--- config.mk ---
export PLATFORM = sky130hd
export DESIGN_NAME = jt12_regseq
export DESIGN_NICKNAME = d
export VERILOG_FILES = /design/src/rtl/jt12_regseq.sv
export SDC_FILE = /design/constraint.sdc
export NUM_CORES = 2
export LEC_CHECK = 0
export BUFFER_PORTS_ARGS = -buffer_cell sky130_fd_sc_hd__buf_2
export CAP_MARGIN = 20
export CORE_UTILIZATION = 44
export CTS_CLUSTER_SIZE = 14
export DETAILED_ROUTE_END_ITERATION = 6
export SYNTH_ARGS = -nofsm -noshare
export SYNTH_HDL_FRONTEND = slang
export SYNTH_SLANG_ARGS = --single-unit
--- constraint.sdc ---
create_clock -name clk -period 20.8 [get_ports clk]
set_input_delay 1.04 -clock clk [delete_from_list [all_inputs] [get_ports clk]]
set_output_delay 1.04 -clock clk [all_outputs]
set_load 0.01 [all_outputs]
--- src/rtl/jt12_regseq.sv ---
// Time-multiplexed register sequencer: operator and channel words live in
// circular shift registers and are updated by single masked write requests.
module jt12_regseq #(
  parameter int CH  = 6,
  parameter int OP  = 4,
  parameter int OPW = 44,
  parameter int CHW = 31,
  parameter int LAG = 0
) (
  input  logic                                   clk,
  input  logic                                   rst,
  input  logic                                   clk_en,
  input  logic                                   wr_req,
  input  logic                                   wr_isop,
  input  logic [2:0]                             wr_ch,
  input  logic [1:0]                             wr_op,
  input  logic [((OPW > CHW) ? OPW : CHW)-1:0]   wr_data,
  input  logic [((OPW > CHW) ? OPW : CHW)-1:0]   wr_mask,
  output logic                                   busy,
  output logic                                   wr_err,
  output logic                                   overrun,
  output logic [2:0]                             cur_ch,
  output logic [1:0]                             cur_op,
  output logic                                   zero,
  output logic [OPW-1:0]                         op_q,
  output logic [CHW-1:0]                         ch_q
);

  localparam int DW = (OPW > CHW) ? OPW : CHW;
  localparam int N  = CH * OP;
  // Shift-register positions holding the word of the commit slot/channel,
  // i.e. the slot LAG steps behind the one presented on op_q/ch_q.
  localparam int OPOS = (N - LAG) % N;
  localparam int CPOS = (CH - (LAG % CH)) % CH;

  logic [2:0]     r_ch;
  logic [1:0]     r_op;
  logic           r_zero;
  logic [4:0]     r_cidx;
  logic [2:0]     r_cch;
  logic           r_busy;
  logic           r_err;
  logic           r_ovr;
  logic           r_isop;
  logic [4:0]     r_tidx;
  logic [2:0]     r_tch;
  logic [DW-1:0]  r_data;
  logic [DW-1:0]  r_mask;
  logic [OPW-1:0] r_op_sr [N];
  logic [CHW-1:0] r_ch_sr [CH];

  logic [2:0]     w_ch_nxt;
  logic [1:0]     w_op_nxt;
  logic           w_bad;
  logic [4:0]     w_tidx;
  logic           w_op_hit;
  logic           w_ch_hit;
  logic [OPW-1:0] w_op_merged;
  logic [CHW-1:0] w_ch_merged;
  logic           w_unused_bits;

  always_comb begin
    w_ch_nxt = r_ch + 3'd1;
    w_op_nxt = r_op;
    if (r_ch == 3'(CH - 1)) begin
      w_ch_nxt = 3'd0;
      w_op_nxt = (r_op == 2'(OP - 1)) ? 2'd0 : r_op + 2'd1;
    end
  end

  assign w_bad    = ({1'b0, wr_ch} >= 4'(CH)) || (wr_isop && ({1'b0, wr_op} >= 3'(OP)));
  assign w_tidx   = 5'(wr_op) * 5'(CH) + 5'(wr_ch);
  assign w_op_hit = r_busy && r_isop && (r_cidx == r_tidx);
  assign w_ch_hit = r_busy && !r_isop && (r_cch == r_tch);

  assign w_op_merged = (r_mask[OPW-1:0] & r_data[OPW-1:0]) | (~r_mask[OPW-1:0] & r_op_sr[OPOS]);
  assign w_ch_merged = (r_mask[CHW-1:0] & r_data[CHW-1:0]) | (~r_mask[CHW-1:0] & r_ch_sr[CPOS]);
  assign w_unused_bits = ^{r_data, r_mask};

  // Request handshake: a request is taken when wr_req=1, busy=0 and clk_en=1;
  // busy then stays high until the clk_en edge that commits the merge.
  always_ff @(posedge clk) begin
    if (rst) begin
      r_ch   <= 3'd0;
      r_op   <= 2'd0;
      r_zero <= 1'b1;
      r_cidx <= 5'(OPOS);
      r_cch  <= 3'(CPOS);
      r_busy <= 1'b0;
      r_err  <= 1'b0;
      r_ovr  <= 1'b0;
      r_isop <= 1'b0;
      r_tidx <= 5'd0;
      r_tch  <= 3'd0;
      r_data <= '0;
      r_mask <= '0;
    end else begin
      r_err <= 1'b0;
      if (clk_en) begin
        r_ch   <= w_ch_nxt;
        r_op   <= w_op_nxt;
        r_zero <= (w_ch_nxt == 3'd0) && (w_op_nxt == 2'd0);
        r_cidx <= (r_cidx == 5'(N - 1)) ? 5'd0 : r_cidx + 5'd1;
        r_cch  <= (r_cch == 3'(CH - 1)) ? 3'd0 : r_cch + 3'd1;
        if (w_op_hit || w_ch_hit) begin
          r_busy <= 1'b0;
        end
        if (wr_req) begin
          if (r_busy) begin
            r_ovr <= 1'b1;
          end else if (w_bad) begin
            r_err <= 1'b1;
          end else begin
            r_busy <= 1'b1;
            r_isop <= wr_isop;
            r_tidx <= w_tidx;
            r_tch  <= wr_ch;
            r_data <= wr_data;
            r_mask <= wr_mask;
          end
        end
      end
    end
  end

  // Element 0 is the presented word; the word leaving position 0 wraps to
  // the tail, and the commit-slot word is merged as it moves down one place.
  always_ff @(posedge clk) begin
    if (rst) begin
      for (int i = 0; i < N; i++) r_op_sr[i] <= '0;
      for (int i = 0; i < CH; i++) r_ch_sr[i] <= '0;
    end else if (clk_en) begin
      for (int i = 0; i < N; i++)
        r_op_sr[i] <= (((i + 1) % N == OPOS) && w_op_hit) ? w_op_merged : r_op_sr[(i + 1) % N];
      for (int i = 0; i < CH; i++)
        r_ch_sr[i] <= (((i + 1) % CH == CPOS) && w_ch_hit) ? w_ch_merged : r_ch_sr[(i + 1) % CH];
    end
  end

  assign busy    = r_busy;
  assign wr_err  = r_err;
  assign overrun = r_ovr;
  assign cur_ch  = r_ch;
  assign cur_op  = r_op;
  assign zero    = r_zero;
  assign op_q    = r_op_sr[0];
  assign ch_q    = r_ch_sr[0];

endmodule

==> impl_results.md <==
* Syn nets at 3564
* RSZ-0062 raised after global routing: no
* Placed Instances at 4919
* Layout Skew at 0.02359 ns
* Clock Latency Late Sink at 0.71 ns
* Rows at 125
* First-pass GRT wire length at 135000 um
* CTS Root Cell: clkbuf_16
* Post-Syn Area per Cell at 14.98 um^2
* Outcome: complete, no violations
* Nature of the critical path startpoint: primary input
* Clock Sinks at approximately 1400
* Post-Route Setup TNS at 0 ns
* Via count at 25160
* Synth cell types at 40
* Synth async-reset ratio at 0
* Clock transition at path regs at 0.06 ns
* Longest Clk Path Bufs at 3
* Gate Count Post-Synth at approximately 3500
* Critical Path Fanout Max at 190
* Area grow syn2layout at 11.52%
* Area of the die at 119200 um^2
* Initial Util at 0.4448
* Routed WL at slightly below 90000 um
* Cts hold-fix bufs at 0
* Cts bufs inserted at between 100 and 150
* Synth top area cells: edfxtp_1 72%, and2_1 11%, dfxtp_1 4.4%
* Placer Congestion at roughly 0.76
* Crit path DAT at 5.89 ns
* Post-synthesis instance area at 51820 um^2
* Pre-Repair DR Iteration Count at 5
* Primary FF master, synth: edfxtp_1
* Cell area after layout at 57790 um^2
* Final period utilization at 0.2677
* Drt first-iter violations at 2540
* Die Y-Extent at 345.2 um
* PnR worst setup slack at 15.23 ns
* Critical Path RT at 21.12 ns
* H-tree levels at 4
* Vias in the first global route at 23310
* Vias per inst at 4.873
* Post-route insts no fill at 5162
* Initial antenna violation count at 23
* Static leakage at 0.02220 uW
* Max_cap viols at 0
* # DRC at 0
* Wire per inst at 16.99 um
* Core ar. at 116500 um^2
* Worst Hold Class: reg -> reg
* Worst slack, placed at 14.33 ns
* Commonest cells post-synth: 1242 x edfxtp_1, 948 x and2_1, 241 x nor2b_1
* Finish-stage setup viols at 0
* Final Hold Vio Count at 0
* Slew Limit Fails at 0
* Worst setup EP type: register
* Total setup buffers inserted after CTS at 0
* Maximum VDD drop at 0.00007360 V
* Cell taking the most area after synthesis: edfxtp_1
* Warnings from Yosys at 0
* Cell with the most instances after synthesis: edfxtp_1
* IO Pins at 182
* Fraction of layout cells with a size suffix above 1 at 0.1086
* Total GRT Usage at 0.1458
* Congestion Overflow GR at 0
* Worst Tran Pin Value at 1.110 ns
* CTS tree: yes
* Antenna viol nets, final at 0
* Worst relative slew slack at 0.2600
* Pwr Density at around 100 nW/um^2
* Sequential fraction of the synthesis area at 0.7633
* Largest net degree at the start of global routing at between 300 and 400
* Worst hold slack at 0.4529 ns
* Die width at 345.2 um
* Nets@finish at 3637
* Min Tclk post-route at 5.568 ns
* Post-DP Area at 53620 um^2
* Detailed Place HPWL at 49460 um
* Worst Setup Path Type: in -> reg
* Number of synthesized flops with an enable pin at 1242
* Synth Register Bits at 1355
* Synth top area share at 0.7197
* I/O Buffers at 181
* Post-cts resize count at 0
* Flop-to-flop setup slack at between 15 and 20 ns
* Fmax at 179.6 MHz
## routing by layer
metal	part of all wire	up-vias	routed length, um	GRT usage
li1	-	12100	-	-
met1	0.47	12380	41090	0.2190
met2	0.45	549	39310	0.2140
met3	0.059	131	5204	0.02499
met4	0.024	0	2104	0.04993
met5	0	-	0	0
## path summary, 6_finish.rpt
check,startpoint,end,depth (start not counted)
hold reg to reg,r_mask[40],r_mask[40],2
hold / removal,r_mask[40],r_mask[40],2
setup / recovery,rst,r_op_sr[0][234],6
setup reg to reg,r_cidx[2],r_op_sr[0][1012],4
## cell usage in the layout, fill, tap and decap left out, drive strengths merged, types with 9 or more instances in the layout
cell / synthesis / layout
xnor2: 9 / 9
clkbuf: 174 / 172
and2: 949 / 949
nor2b: 241 / 241
dfxtp: 113 / 113
nor2: 17 / 17
o41ai: 20 / 20
and3: 19 / 19
a21oi: 137 / 137
buf: 101 / 212
nand4: 9 / 9
nand2b: 39 / 39
nand3: 20 / 20
a41o: 31 / 31
o21ai: 19 / 19
nand2: 227 / 227
clkinv: 0 / 58
mux2i: 23 / 23
inv: 29 / 35
edfxtp: 1242 / 1242
## cell families after synthesis
| kind of cell | Yosys count | synth area share |
|---|---|---|
| AND/OR/NAND/NOR | 1536 | 0.1737 |
| flip-flops | 1355 | 0.7633 |
| buffers and inverters | 304 | 0.02793 |
| AO/OA/AOI/OAI | 219 | 0.02620 |
| multiplexers | 24 | 0.004660 |
| XOR/XNOR | 14 | 0.002366 |
| adder cells (fa/ha/maj) | 7 | 0.001835 |
## worst max-delay path, cell delays in order
cell	delay, ns
buf_8	0.34
or2_4	0.71
buf_4	0.89
buf_12	0.67
buf_4	0.90
buf_4	0.90
## power breakdown
part,leakage (uW),switching (uW),internal (uW),total (uW)
Clock,0.00203,984,1300,2280
Sequential,0.0147,61.6,3150,3210
Combinational,0.00549,155,74.5,229
## through the flow
| stage | total power, uW | util |
|---|---|---|
| 3_5_place_dp | 3506 | 0.4602 |
| 5_1_grt | 5938 | 0.4960 |
| 3_3_place_gp | 3501 | 0.4602 |
| 2_1_floorplan | 3480 | - |
| 6_report | 5729 | 0.4960 |
| 4_1_cts | 5801 | 0.4957 |
## registers in the layout, summed over array words and instances, names as in the netlist
name     cells
r_op_sr   1056
r_ch_sr    186
r_data      44
r_mask      44
r_cidx       5
r_tidx       5
cur_ch       3
r_cch        3
cur_op       2
r_tch        2
busy         1
overrun      1
r_isop       1
wr_err       1
zero         1
## area by class of cell
cell class / count / area [um^2]
inverter: 29 / 108.9
multi-input combinational: 1800 / 10840
sequential: 1355 / 39560
timing repair buffer: 212 / 1231
clock inverter: 69 / 503.0
fill: 9820 / 58730
tap: 1524 / 1907
clock buffer: 172 / 3641
antenna: 1 / 2.502
(Power assumes the default switching activity.)
